===== config.mk =====
export PLATFORM = sky130hd
export DESIGN_NAME = pipeline_hazard_ctrl
export DESIGN_NICKNAME = d
export VERILOG_FILES = /design/src/rtl/pipeline_hazard_ctrl_pkg.sv /design/src/rtl/pipeline_hazard_ctrl_load_use_detect.sv /design/src/rtl/pipeline_hazard_ctrl.sv
export SDC_FILE = /design/constraint.sdc
export NUM_CORES = 1
export LEC_CHECK = 0
export CAP_MARGIN = 20
export CORE_ASPECT_RATIO = 0.6
export CORE_MARGIN = 2
export CORE_UTILIZATION = 32
export DETAILED_ROUTE_END_ITERATION = 7
export PLACE_DENSITY_LB_ADDON = 0.25
export SYNTH_ARGS = -nofsm -noshare
export SYNTH_HDL_FRONTEND = slang
export SYNTH_SLANG_ARGS = --single-unit

===== constraint.sdc =====
create_clock -name clk -period 2.6 [get_ports clk]
set_input_delay 0.65 -clock clk [delete_from_list [all_inputs] [get_ports clk]]
set_output_delay 0.65 -clock clk [all_outputs]
set_load 0.02 [all_outputs]

===== src/rtl/pipeline_hazard_ctrl_pkg.sv =====
// Shared types and constants for the pipeline hazard controller.
// Optional performance counters are enabled with the PIPE_PERF_CNT_EN macro.
package pipe_ctrl_pkg;

    localparam int REG_ADDR_W = 5;
    localparam int CNT_W      = 32;

    typedef enum logic [1:0] {
        ST_RUN     = 2'd0,
        ST_MC_WAIT = 2'd1,
        ST_FLUSH   = 2'd2
    } ctrl_state_e;

endpackage


===== src/rtl/pipeline_hazard_ctrl_load_use_detect.sv =====
// Combinational load-use comparator: flags an ID instruction that reads the
// destination of a load currently in EX. Register 0 never creates a hazard.
module load_use_detect #(
    parameter int REG_ADDR_W = pipe_ctrl_pkg::REG_ADDR_W
) (
    input  logic                  id_valid,
    input  logic [REG_ADDR_W-1:0] id_rs1,
    input  logic [REG_ADDR_W-1:0] id_rs2,
    input  logic                  id_uses_rs1,
    input  logic                  id_uses_rs2,
    input  logic                  ex_mem_read,
    input  logic [REG_ADDR_W-1:0] ex_rd,
    output logic                  hazard
);

    logic rs1_hit_s;
    logic rs2_hit_s;

    // Compare both source operands against the load destination
    always_comb begin
        rs1_hit_s = id_uses_rs1 && (id_rs1 == ex_rd);
        rs2_hit_s = id_uses_rs2 && (id_rs2 == ex_rd);
        hazard    = ex_mem_read && id_valid && (ex_rd != {REG_ADDR_W{1'b0}})
                    && (rs1_hit_s || rs2_hit_s);
    end

endmodule


===== src/rtl/pipeline_hazard_ctrl.sv =====
// Stall/flush sequencer for the 5-stage pipeline. Enables and flushes are
// combinational from the state and current inputs; only the FSM, the flush
// and watchdog counters, the timeout flag and the optional performance
// counters (macro PIPE_PERF_CNT_EN) are registered.
module pipeline_hazard_ctrl #(
    parameter int REG_ADDR_W    = pipe_ctrl_pkg::REG_ADDR_W,
    parameter int FLUSH_CYCLES  = 1,
    parameter int MC_MAX_CYCLES = 64
) (
    input  logic                  clk,
    input  logic                  reset,
    input  logic                  id_valid,
    input  logic [REG_ADDR_W-1:0] id_rs1,
    input  logic [REG_ADDR_W-1:0] id_rs2,
    input  logic                  id_uses_rs1,
    input  logic                  id_uses_rs2,
    input  logic                  ex_mem_read,
    input  logic [REG_ADDR_W-1:0] ex_rd,
    input  logic                  ex_branch_taken,
    input  logic                  ex_mc_start,
    input  logic                  mc_done,
    input  logic                  dmem_wait,
    output logic                  pc_write,
    output logic                  if_id_write,
    output logic                  id_ex_write,
    output logic                  if_id_flush,
    output logic                  id_ex_flush,
    output logic                  ex_mem_flush,
    output logic                  mc_timeout,
    output logic [1:0]            ctrl_state,
    output logic [31:0]           stall_cycles,
    output logic [31:0]           flush_events
);

    import pipe_ctrl_pkg::*;

    localparam int             WD_W         = $clog2(MC_MAX_CYCLES);
    localparam logic [WD_W-1:0] WD_LAST     = WD_W'(MC_MAX_CYCLES - 1);
    localparam logic [1:0]     FLUSH_RELOAD = 2'(FLUSH_CYCLES - 1);

    ctrl_state_e     state_q, state_d;
    logic [1:0]      flush_cnt_q, flush_cnt_d;
    logic [WD_W-1:0] wd_q, wd_d;
    logic            mc_timeout_q, mc_timeout_d;
    logic            load_use_s;
    logic            branch_accept_s;

    load_use_detect #(
        .REG_ADDR_W (REG_ADDR_W)
    ) u_load_use_detect (
        .id_valid    (id_valid),
        .id_rs1      (id_rs1),
        .id_rs2      (id_rs2),
        .id_uses_rs1 (id_uses_rs1),
        .id_uses_rs2 (id_uses_rs2),
        .ex_mem_read (ex_mem_read),
        .ex_rd       (ex_rd),
        .hazard      (load_use_s)
    );

    // Output controls and next-state: dmem_wait > branch > multi-cycle > load-use
    always_comb begin
        pc_write        = 1'b1;
        if_id_write     = 1'b1;
        id_ex_write     = 1'b1;
        if_id_flush     = 1'b0;
        id_ex_flush     = 1'b0;
        ex_mem_flush    = 1'b0;
        state_d         = state_q;
        flush_cnt_d     = flush_cnt_q;
        wd_d            = wd_q;
        mc_timeout_d    = mc_timeout_q;
        branch_accept_s = 1'b0;

        if (reset) begin
            pc_write    = 1'b0;
            if_id_write = 1'b0;
            id_ex_write = 1'b0;
        end else if (dmem_wait) begin
            // Whole pipe frozen; EX is held so other events re-evaluate later
            pc_write    = 1'b0;
            if_id_write = 1'b0;
            id_ex_write = 1'b0;
        end else begin
            case (state_q)
                ST_RUN: begin
                    if (ex_branch_taken) begin
                        if_id_flush     = 1'b1;
                        id_ex_flush     = 1'b1;
                        branch_accept_s = 1'b1;
                        if (FLUSH_CYCLES > 1) begin
                            state_d     = ST_FLUSH;
                            flush_cnt_d = FLUSH_RELOAD;
                        end else begin
                            state_d     = ST_RUN;
                        end
                    end else if (ex_mc_start) begin
                        pc_write     = 1'b0;
                        if_id_write  = 1'b0;
                        id_ex_write  = 1'b0;
                        ex_mem_flush = 1'b1;
                        state_d      = ST_MC_WAIT;
                        wd_d         = {WD_W{1'b0}};
                    end else if (load_use_s) begin
                        pc_write    = 1'b0;
                        if_id_write = 1'b0;
                        id_ex_flush = 1'b1;
                    end else begin
                        state_d = ST_RUN;
                    end
                end
                ST_MC_WAIT: begin
                    if (mc_done) begin
                        state_d = ST_RUN;
                    end else if (wd_q == WD_LAST) begin
                        // Watchdog expiry: release as if done and flag it
                        mc_timeout_d = 1'b1;
                        state_d      = ST_RUN;
                    end else begin
                        pc_write     = 1'b0;
                        if_id_write  = 1'b0;
                        id_ex_write  = 1'b0;
                        ex_mem_flush = 1'b1;
                        wd_d         = wd_q + WD_W'(1);
                    end
                end
                ST_FLUSH: begin
                    if_id_flush = 1'b1;
                    if (ex_branch_taken) begin
                        id_ex_flush     = 1'b1;
                        branch_accept_s = 1'b1;
                        flush_cnt_d     = FLUSH_RELOAD;
                    end else if (flush_cnt_q > 2'd1) begin
                        flush_cnt_d = flush_cnt_q - 2'd1;
                    end else begin
                        flush_cnt_d = 2'd0;
                        state_d     = ST_RUN;
                    end
                end
                default: begin
                    state_d = ST_RUN;
                end
            endcase
        end
    end

    // Controller state registers
    always_ff @(posedge clk or posedge reset) begin
        if (reset) begin
            state_q      <= ST_RUN;
            flush_cnt_q  <= 2'd0;
            wd_q         <= {WD_W{1'b0}};
            mc_timeout_q <= 1'b0;
        end else begin
            state_q      <= state_d;
            flush_cnt_q  <= flush_cnt_d;
            wd_q         <= wd_d;
            mc_timeout_q <= mc_timeout_d;
        end
    end

    assign mc_timeout = mc_timeout_q;
    assign ctrl_state = state_q;

`ifdef PIPE_PERF_CNT_EN
    logic [CNT_W-1:0] stall_cycles_q, stall_cycles_d;
    logic [CNT_W-1:0] flush_events_q, flush_events_d;

    // Count stalled cycles and accepted branches; both wrap naturally
    always_comb begin
        if (!pc_write) begin
            stall_cycles_d = stall_cycles_q + 32'd1;
        end else begin
            stall_cycles_d = stall_cycles_q;
        end
        if (branch_accept_s) begin
            flush_events_d = flush_events_q + 32'd1;
        end else begin
            flush_events_d = flush_events_q;
        end
    end

    // Performance counter registers
    always_ff @(posedge clk or posedge reset) begin
        if (reset) begin
            stall_cycles_q <= 32'd0;
            flush_events_q <= 32'd0;
        end else begin
            stall_cycles_q <= stall_cycles_d;
            flush_events_q <= flush_events_d;
        end
    end

    assign stall_cycles = stall_cycles_q;
    assign flush_events = flush_events_q;
`else
    assign stall_cycles = 32'd0;
    assign flush_events = 32'd0;
`endif

endmodule


==> impl_metrics.csv, run 1 <==
group,metric,value,unit
detailed_routing,viasPerCell,3.815,
setup_path,cp-start-kind,"input pin",
detailed_routing,routed_wirelength,2389,microns
pwr,leakagePower,0.7165,nW
floorplanning,die_y,50.71,microns
synthesis,synth_seq_cells,8,
detailed_routing,avgRoutedWirePerCell,10.04,microns
placed_design,placed_cells,234,
setup_path,worstSetupPathType,"in -> out",
clock_tree,cts_sinks,8,
pwr,power_density,577.6,mW/mm^2
detailed_routing,final_antenna_net_count,0,
placed_design,place.gp.congestion,0.9122,
global_route,antenna_found_initial,0,
setup_path,cp_common_cell,"buf_4",
timing,finalCritPeriodShare,102.9,%
synthesis,yosysUniqueCellTypes,39,
floorplanning,fp.dieArea,0.004151,sq mm
pwr,share_seq_of_total_power,24.1,%
timing,fin_skew,0.0009192,ns
detailed_routing,via_count,908,
outcome,status,"finished, violations left",
synthesis,synth_top_cell_by_area,"buf_4",
floorplanning,die_x,81.85,microns
global_route,grt.total_usage,12.15,%
final_layout,n_antenna_cell,0,
outcome,violations,"setup timing",
pwr,pwr-share-clk,17.4,%
timing,period_minus_slack,2.676,ns
pwr,switching_share,43.84,%
timing,setup_viol,3,
synthesis,ys.flop_type,"dfrtp_1",
floorplanning,coreArea,0.003363,sq mm
clock_tree,h-tree-depth,1,
final_layout,fin_cells,238,
synthesis,synthCells,142,
min_path,min_path_cells,1,
floorplanning,initial_core_util,34.60,%
clock_tree,clk_latency,0.23,ns
setup_path,crit_path_top_delay_cell,"or4_4",
floorplanning,fp-row-count,16,
synthesis,yosysSeqAreaShare,17.20,%
clock_tree,clock_path_buffers,2,
synthesis,synth_area_leaders,"buf_4 43%, dfrtp_1 17%, xnor2_1 7.5%",
clock_tree,cts_buffers,3,
detailed_routing,dr.pass1.iters,4,
setup_path,r2r_setup_slack,0.89,ns
setup_path,crit_buf_inv,3,
clock_tree,cts_root_buf,"clkbuf_8",
run,drv_cap,0,
clock_tree,cts_tree,"done",
pwr,combinationalPowerShare,58.5,%
timing,worst_slack,-0.07630,ns
setup_path,cpLargestDelayFamily,"simple AND/OR/NAND/NOR gates",
floorplanning,io_pins,98,
synthesis,synth_top_cell_area_share,42.58,%
setup_path,cp.depth,7,
setup_path,worstPathArrival,2.03,ns
final_layout,area_growth,29.57,%
setup_path,cp_max_fo,2,
setup_path,crit_chain,"buf_6 > or4_4 > o2111ai_4 > buf_4 > nor3_1 > a21o_1 > buf_4",
synthesis,async_flop_share,100.0,%
final_layout,nets,221,
timing,drv_slew,0,
global_route,grt_max_degree,9,
placed_design,dpl.hpwl,2152,microns
timing,rsz0062_at_grt,"yes",
clock_tree,cts.clk_slew.worst_paths,0.04,ns
min_path,hp-class,"reg -> reg",
global_route,grt_pass1_wl,3726,microns
pwr,fin_total_pwr,0.0008708,W
pwr,p_int,0.0004891,W
timing,hold_viol_final,0,
setup_path,slowest_delay,0.53,ns
pwr,p_switching,0.0003817,W
synthesis,synth_commonest_cells,"66 x buf_4, 10 x xnor2_1, 8 x dfrtp_1",
final_layout,drive_gt1_share,24.87,%
global_route,grt_pass1_vias,768,
synthesis,yosysWarnings,0,
pwr,vdd_drop_max,0.2577,mV
detailed_routing,drc,0,
global_route,grt_overflow_total,0,
detailed_routing,drtIter0Drc,46,
clock_tree,hold_buffers,0,
synthesis,synth_area_per_cell,8.194,sq um
setup_path,cp.required,1.95,ns
synthesis,synth-edff-count,0,
placed_design,portBuffers,32,
synthesis,netlist_area,0.001164,sq mm
timing,hold-worst-slack,0.4698,ns
setup_path,setup.worst_path.end_class,"primary output",
setup_path,r2r_cells,6,
timing,fmax,0.3737,GHz
synthesis,yosysMostFrequentCell,"buf_4",
## per-stage QoR
stage	cell area, sq um	util, %	worst slack (ns)	setup TNS [ns]
3_3_place_gp	1428	42.45	-0.8338	-3.753
4_1_cts	1488	44.23	-0.05140	-0.1456
5_1_grt	1508	44.83	-0.1303	-0.3751
3_5_place_dp	1428	42.45	-0.8577	-3.775
2_1_floorplan	1416	-	-0.04224	-0.04224
6_report	1508	44.83	-0.07630	-0.1625
## final timing paths
check / start / end
max in group asynchronous: reset / wd_q[1]$_DFFE_PP0P_
worst max register to register: wd_q[1]$_DFFE_PP0P_ / wd_q[0]$_DFFE_PP0P_
worst min register to register: mc_timeout$_DFFE_PP0P_ / mc_timeout$_DFFE_PP0P_
min in group asynchronous: reset / wd_q[3]$_DFFE_PP0P_
worst min-delay path: mc_timeout$_DFFE_PP0P_ / mc_timeout$_DFFE_PP0P_
worst max-delay path: ex_rd[3] / id_ex_flush
## cells in the final DEF, fill, tap and decap left out, types with 2 or more instances in the layout
cell type	n
o21ai_0	2
nand2_1	7
a21oi_1	2
clkdlybuf4s50_1	21
inv_1	2
conb_1	65
buf_6	6
buf_4	21
nand3b_1	2
nor2_1	2
clkbuf_8	3
nand3_1	2
a21o_1	2
nand4_1	2
o31ai_1	4
xnor2_1	10
dfrtp_1	8
buf_2	3
## final cells by class
type                            instances  area (sq um)
Timing Repair Buffer                   53         464.2
Tap cell                               45         56.30
Inverter                                3         11.26
Sequential cell                         8         200.2
Multi-Input combinational cell        126         734.5
Clock buffer                            3         41.29
Fill cell                             338          1856
## flip-flops by register name (all words and copies together) (netlist names)
signal	cells
mc_timeout	1
wd_q	6
ctrl_state	1
## metal layers
layer	track usage [%]	wire (microns)	up-vias
met5	0	0	-
met2	15.85	1019	38
met1	17.93	1188	411
met4	5.833	44	0
li1	-	-	455
met3	3.237	136	4
## cells by family after synthesis
| kind of cell | share of synthesized area, % |
|---|---|
| other | 0.3223 |
| buffers and inverters | 45.27 |
| DFF | 17.20 |
| AOI/OAI and AO/OA | 12.90 |
| adders and majority gates | 1.075 |
| and+or+nand+nor | 15.70 |
| xor gates and xnor gates | 7.527 |
## power groups by stage
stage | registers (W) | clock network (W) | logic [W]
after detailed placement | 0.000209 | 0 | 0.000483
final | 0.000210 | 0.000152 | 0.000509
after floorplan | 0.000216 | 0 | 0.000358
after CTS | 0.000209 | 0.000157 | 0.000499
after global placement | 0.000208 | 0 | 0.000483
after global routing | 0.000216 | 0.000168 | 0.000558
## what timing repair did
action | 4_1_cts | 5_1_grt
endpoints found under the setup margin | 6 | 6
setup buffers | 0 | 1
gates cloned | 0 | 0
gates resized for setup | 53 | 8
pin swaps | 5 | 4
Power figures use the tool's default switching activity.
==> run 2: changes to the inputs <==
--- a/config.mk
+++ b/config.mk
@@ -7,2 +7,3 @@
 export LEC_CHECK = 0
+export ABC_AREA = 1
 export CAP_MARGIN = 20
@@ -10,3 +11,3 @@
 export CORE_MARGIN = 2
-export CORE_UTILIZATION = 32
+export CORE_UTILIZATION = 34
 export DETAILED_ROUTE_END_ITERATION = 7
--- a/constraint.sdc
+++ b/constraint.sdc
@@ -3,2 +3,2 @@
 set_output_delay 0.65 -clock clk [all_outputs]
-set_load 0.02 [all_outputs]
+set_load 0.005 [all_outputs]
==> impl_metrics.csv, run 2 <==
group,metric,value,unit
timing,fin_skew,0.0004634,ns
clock_tree,cts.clk_slew.worst_paths,0.04,ns
synthesis,synth_area_per_cell,6.575,sq um
setup_path,worstPathArrival,1.90,ns
setup_path,worstSetupPathType,"in -> out",
setup_path,crit_path_top_delay_cell,"clkdlybuf4s50_1",
global_route,grt_pass1_vias,747,
placed_design,place.gp.congestion,0.8074,
timing,finalCritPeriodShare,98.01,%
clock_tree,h-tree-depth,1,
floorplanning,die_x,82.67,microns
synthesis,synth_area_leaders,"buf_4 39%, dfrtp_1 16%, nand2_1 15%",
final_layout,final_cell_mix,"65 x conb_1, 48 x nand2_1, 19 x inv_1",
run,drv_cap,0,
pwr,fin_total_pwr,0.0005738,W
setup_path,cp_max_fo,2,
pwr,leakagePower,0.9271,nW
synthesis,yosysSeqAreaShare,15.86,%
final_layout,top_register,"wd_q",
detailed_routing,viasPerCell,3.661,
timing,fin_tns_setup,0,ns
setup_path,cpLargestDelayFamily,"buffers and inverters",
placed_design,dpl.hpwl,2060,microns
setup_path,r2r_cells,12,
clock_tree,cts_buffers,3,
detailed_routing,drc,0,
placed_design,dpl_cell_area,0.001439,sq mm
final_layout,num-fill-cells,391,
final_layout,area_growth,18.83,%
setup_path,timing.rr.end,"wd_q[4]$_DFFE_PP0P_",
setup_path,crit_chain,"dlygate4sd2_1 > nor2_2 > nand2_2 > nand2_4 > buf_6 > nand2_8 > inv_4 > clkdlybuf4s50_1",
final_layout,layout_commonest_cell,"conb_1",
setup_path,r2r_setup_slack,1.04,ns
final_layout,fin_util,41.49,%
timing,fmax,0.3924,GHz
synthesis,netlist_area,0.001262,sq mm
detailed_routing,routed_wirelength,2420,microns
min_path,min_from,"mc_timeout$_DFFE_PP0P_",
timing,drv_slew,0,
placed_design,portBuffers,32,
outcome,status,"completed",
clock_tree,cts_tree,"done",
clock_tree,clk_latency,0.22,ns
min_path,hp-class,"reg -> reg",
detailed_routing,avgRoutedWirePerCell,8.551,microns
synthesis,synth_top_cell_area_share,39.25,%
synthesis,async_flop_share,100.0,%
floorplanning,initial_core_util,34.91,%
clock_tree,clock_path_buffers,2,
setup_path,cp-start-kind,"input pin",
timing,period_minus_slack,2.548,ns
synthesis,synthCells,192,
floorplanning,fp-row-count,17,
global_route,grt_pass1_wl,3491,microns
clock_tree,hold_buffers,0,
setup_path,slowest_delay,0.48,ns
clock_tree,cts_sinks,8,
synthesis,yosysUniqueCellTypes,25,
global_route,antenna_found_initial,0,
timing,hold_viol_final,0,
synthesis,yosysWarnings,0,
synthesis,ys.flop_type,"dfrtp_1",
placed_design,dp_slack,-0.4242,ns
detailed_routing,via_count,1036,
floorplanning,io_pins,98,
synthesis,synth_seq_cells,8,
pwr,power_density,382.5,mW/mm^2
detailed_routing,final_antenna_net_count,0,
final_layout,n_antenna_cell,0,
floorplanning,fp.dieArea,0.004232,sq mm
global_route,grt_max_degree,9,
setup_path,setup.worst_path.end_class,"primary output",
detailed_routing,dr.pass1.iters,4,
timing,worst_slack,0.05180,ns
final_layout,largest_reg_flops,6,
timing,setup_viol,0,
floorplanning,die_y,51.20,microns
synthesis,synth_commonest_cells,"66 x buf_4, 49 x nand2_1, 20 x inv_1",
synthesis,synth-edff-count,0,
synthesis,synth_top_cell_by_area,"buf_4",
setup_path,crit_buf_inv,4,
final_layout,fin_area,0.001500,sq mm
setup_path,crit-reg2reg-launch,"wd_q[0]$_DFFE_PP0P_",
pwr,vdd_drop_max,0.1771,mV
global_route,grt_overflow_total,0,
final_layout,nets,264,
min_path,hold_path_end,"mc_timeout$_DFFE_PP0P_",
min_path,min_path_cells,1,
setup_path,cp.required,1.95,ns
final_layout,drive_gt1_share,15.68,%
detailed_routing,drtIter0Drc,71,
clock_tree,cts_root_buf,"clkbuf_8",
floorplanning,coreArea,0.003616,sq mm
synthesis,yosysMostFrequentCell,"buf_4",
global_route,grt.total_usage,11.06,%
run 2: how the worst max path moves through the flow:
| stage | from | end | slack, ns | depth (start not counted) |
|---|---|---|---|---|
| after floorplan | wd_q[0]$_DFFE_PP0P_ | pc_write | 0.61 | 10 |
| after global placement | ex_rd[4] | id_ex_flush | -0.46 | 10 |
| after detailed placement | ex_rd[4] | id_ex_flush | -0.42 | 10 |
| after CTS | wd_q[0]$_DFFE_PP0P_ | ex_mem_flush | 0.01 | 10 |
| after global routing | wd_q[0]$_DFFE_PP0P_ | ex_mem_flush | -0.003 | 10 |
| final | ex_branch_taken | ex_mem_flush | 0.05 | 8 |
run 2: layer usage:
metal	vias up	wire length, microns	global-route usage, %
li1	542	-	-
met4	0	0	2.459
met1	439	1197	16.88
met5	-	0	0
met3	0	232	2.650
met2	55	990	15.46
run 2: what timing repair did:
action / CTS / global route
resized for setup: 27 / 7
endpoints found under the setup margin: 6 / 5
pin swaps: 10 / 1
buffers inserted: 0 / 4
run 2: stage by stage:
| step | hold slack [ns] | cells |
|---|---|---|
| 6_report | 0.4619 | 283 |
| 4_1_cts | 0.4702 | 279 |
| 3_5_place_dp | 0.4615 | 276 |
| 5_1_grt | 0.4865 | 283 |
| 2_1_floorplan | 0.4657 | 256 |
| 3_3_place_gp | 0.4588 | 276 |
run 2: cells by family after synthesis:
family | count (synthesis) | share of synthesized area, %
buffers and inverters | 89 | 46.38
and+or+nand+nor | 83 | 30.23
AOI/OAI and AO/OA | 8 | 4.856
DFF | 8 | 15.86
xor gates and xnor gates | 2 | 1.388
adders and majority gates | 1 | 0.9909
other | 1 | 0.2970
run 2: layout make-up:
cell class,count,area (sq um),area share [%]
multi-input cells,159,734.5,48.96
repair buffers,43,375.4,25.02
clock buffers,3,41.29,2.752
well taps,47,58.81,3.920
flip-flops and latches,8,200.2,13.34
inverters,23,90.09,6.005
run 2: power by group:
| group | leakage [nW] | internal (W) | switching [W] | total (W) |
|---|---|---|---|---|
| Clock | 0.0216 | 0.000100 | 0.0000463 | 0.000146 |
| Sequential | 0.110 | 0.000144 | 0.0000223 | 0.000167 |
| Combinational | 0.796 | 0.000127 | 0.000134 | 0.000261 |
==> run 3: changes to the inputs <==
CORE_MARGIN = default   (was 2)
SLEW_MARGIN = 10   (was default)
==> impl_metrics.csv, run 3 (synthesis results as in run 2) <==
group,metric,value,unit
outcome,status,"completed",
clock_tree,cts_sinks,8,
setup_path,r2r_cells,12,
final_layout,layout_commonest_cell,"conb_1",
timing,fmax,0.3998,GHz
timing,finalCritPeriodShare,96.21,%
final_layout,num-fill-cells,369,
detailed_routing,avgRoutedWirePerCell,8.625,microns
clock_tree,h-tree-depth,1,
run,drv_cap,0,
global_route,grt_overflow_total,0,
placed_design,dpl_cell_area,0.001444,sq mm
placed_design,dpl.hpwl,2120,microns
global_route,grt.total_usage,13.06,%
final_layout,top_register,"wd_q",
final_layout,area_growth,19.82,%
placed_design,dp_slack,-0.4032,ns
timing,worst_slack,0.09851,ns
global_route,grt_pass1_vias,825,
pwr,vdd_drop_max,0.1298,mV
final_layout,nets,263,
setup_path,cp.required,1.95,ns
pwr,power_density,363.3,mW/mm^2
final_layout,largest_reg_flops,6,
timing,fin_tns_setup,0,ns
clock_tree,clk_latency,0.23,ns
pwr,leakagePower,0.9875,nW
timing,setup_viol,0,
timing,hold-worst-slack,0.4628,ns
detailed_routing,dr.pass1.iters,5,
floorplanning,fp-row-count,16,
setup_path,setup.worst_path.end_class,"primary output",
setup_path,worstSetupPathType,"in -> out",
placed_design,place.gp.congestion,0.8587,
setup_path,worstPathArrival,1.85,ns
min_path,hp-class,"reg -> reg",
final_layout,fin_area,0.001513,sq mm
timing,rsz0062_at_grt,"no",
floorplanning,fp.dieArea,0.003969,sq mm
timing,period_minus_slack,2.501,ns
placed_design,portBuffers,32,
clock_tree,cts.clk_slew.worst_paths,0.04,ns
final_layout,drive_gt1_share,14.89,%
final_layout,n_antenna_cell,0,
floorplanning,die_y,49.20,microns
final_layout,final_cell_mix,"65 x conb_1, 49 x nand2_1, 18 x inv_1",
setup_path,cp_max_fo,2,
floorplanning,initial_core_util,37.10,%
detailed_routing,via_count,1009,
detailed_routing,final_antenna_net_count,0,
floorplanning,io_pins,98,
detailed_routing,routed_wirelength,2415,microns
setup_path,cp-start-kind,"input pin",
clock_tree,clock_path_buffers,2,
global_route,grt_pass1_wl,3891,microns
clock_tree,hold_buffers,0,
detailed_routing,drc,0,
detailed_routing,viasPerCell,3.604,
clock_tree,cts_tree,"done",
global_route,grt_max_degree,9,
timing,drv_slew,0,
clock_tree,cts_buffers,3,
timing,fin_skew,0.001880,ns
timing,hold_viol_final,0,
clock_tree,cts_root_buf,"clkbuf_8",
floorplanning,coreArea,0.003403,sq mm
global_route,antenna_found_initial,0,
floorplanning,die_x,80.67,microns
detailed_routing,drtIter0Drc,35,
min_path,min_path_cells,1,
## run 3: report_power, final
| group | total (W) | internal, W | switching, W |
|---|---|---|---|
| Sequential | 0.000170 | 0.000144 | 0.0000253 |
| Combinational | 0.000232 | 0.000108 | 0.000124 |
| Clock | 0.000148 | 0.000100 | 0.0000476 |
| Total | 0.000550 | 0.000352 | 0.000197 |
## run 3: area by class of cell
| class | count | area [sq um] | area share (%) |
|---|---|---|---|
| multi-input cells | 159 | 729.5 | 48.22 |
| repair buffers | 42 | 395.4 | 26.14 |
| flip-flops and latches | 8 | 200.2 | 13.23 |
| inverters | 23 | 90.09 | 5.955 |
| well taps | 45 | 56.30 | 3.722 |
| clock buffers | 3 | 41.29 | 2.730 |
## run 3: timing repair
| item | 4_1_cts | 5_1_grt |
|---|---|---|
| gates resized for setup | 21 | 16 |
| pin swaps | 9 | 11 |
| buffers inserted | 2 | 0 |
| endpoints found under the setup margin | 6 | 4 |
## run 3: final timing paths
kind	end	slack (ns)	startpoint
worst max-delay path	ex_mem_flush	0.1	ex_branch_taken
worst min-delay path	mc_timeout$_DFFE_PP0P_	0.46	mc_timeout$_DFFE_PP0P_
worst max register to register	wd_q[4]$_DFFE_PP0P_	0.99	wd_q[0]$_DFFE_PP0P_
worst min register to register	mc_timeout$_DFFE_PP0P_	0.46	mc_timeout$_DFFE_PP0P_
max in group asynchronous	wd_q[0]$_DFFE_PP0P_	1.76	reset
min in group asynchronous	wd_q[3]$_DFFE_PP0P_	0.60	reset
## run 3: stage by stage
stage | power, W | cells | utilization, %
after floorplan | 0.0003587 | 256 | -
after global placement | 0.0004029 | 275 | 42.43
after detailed placement | 0.0004007 | 275 | 42.43
after CTS | 0.0005608 | 280 | 44.08
after global routing | 0.0006029 | 280 | 44.45
final | 0.0005496 | 280 | 44.45
## run 3: per-layer routing
metal	vias to the layer above	GRT usage, %	share of wire [%]
li1	533	-	-
met2	57	17.51	39
met1	415	19.71	53
met5	-	0	0
met3	4	3.738	6.2
met4	0	3.571	0.95
## run 3: critical path, stage by stage
cell and delay, ns:
clkdlybuf4s50_1 0.49, nor2_2 0.05, nand2_1 0.12, nand2_4 0.07, buf_6 0.13, nand2_8 0.05, inv_4 0.03, dlygate4sd2_1 0.25
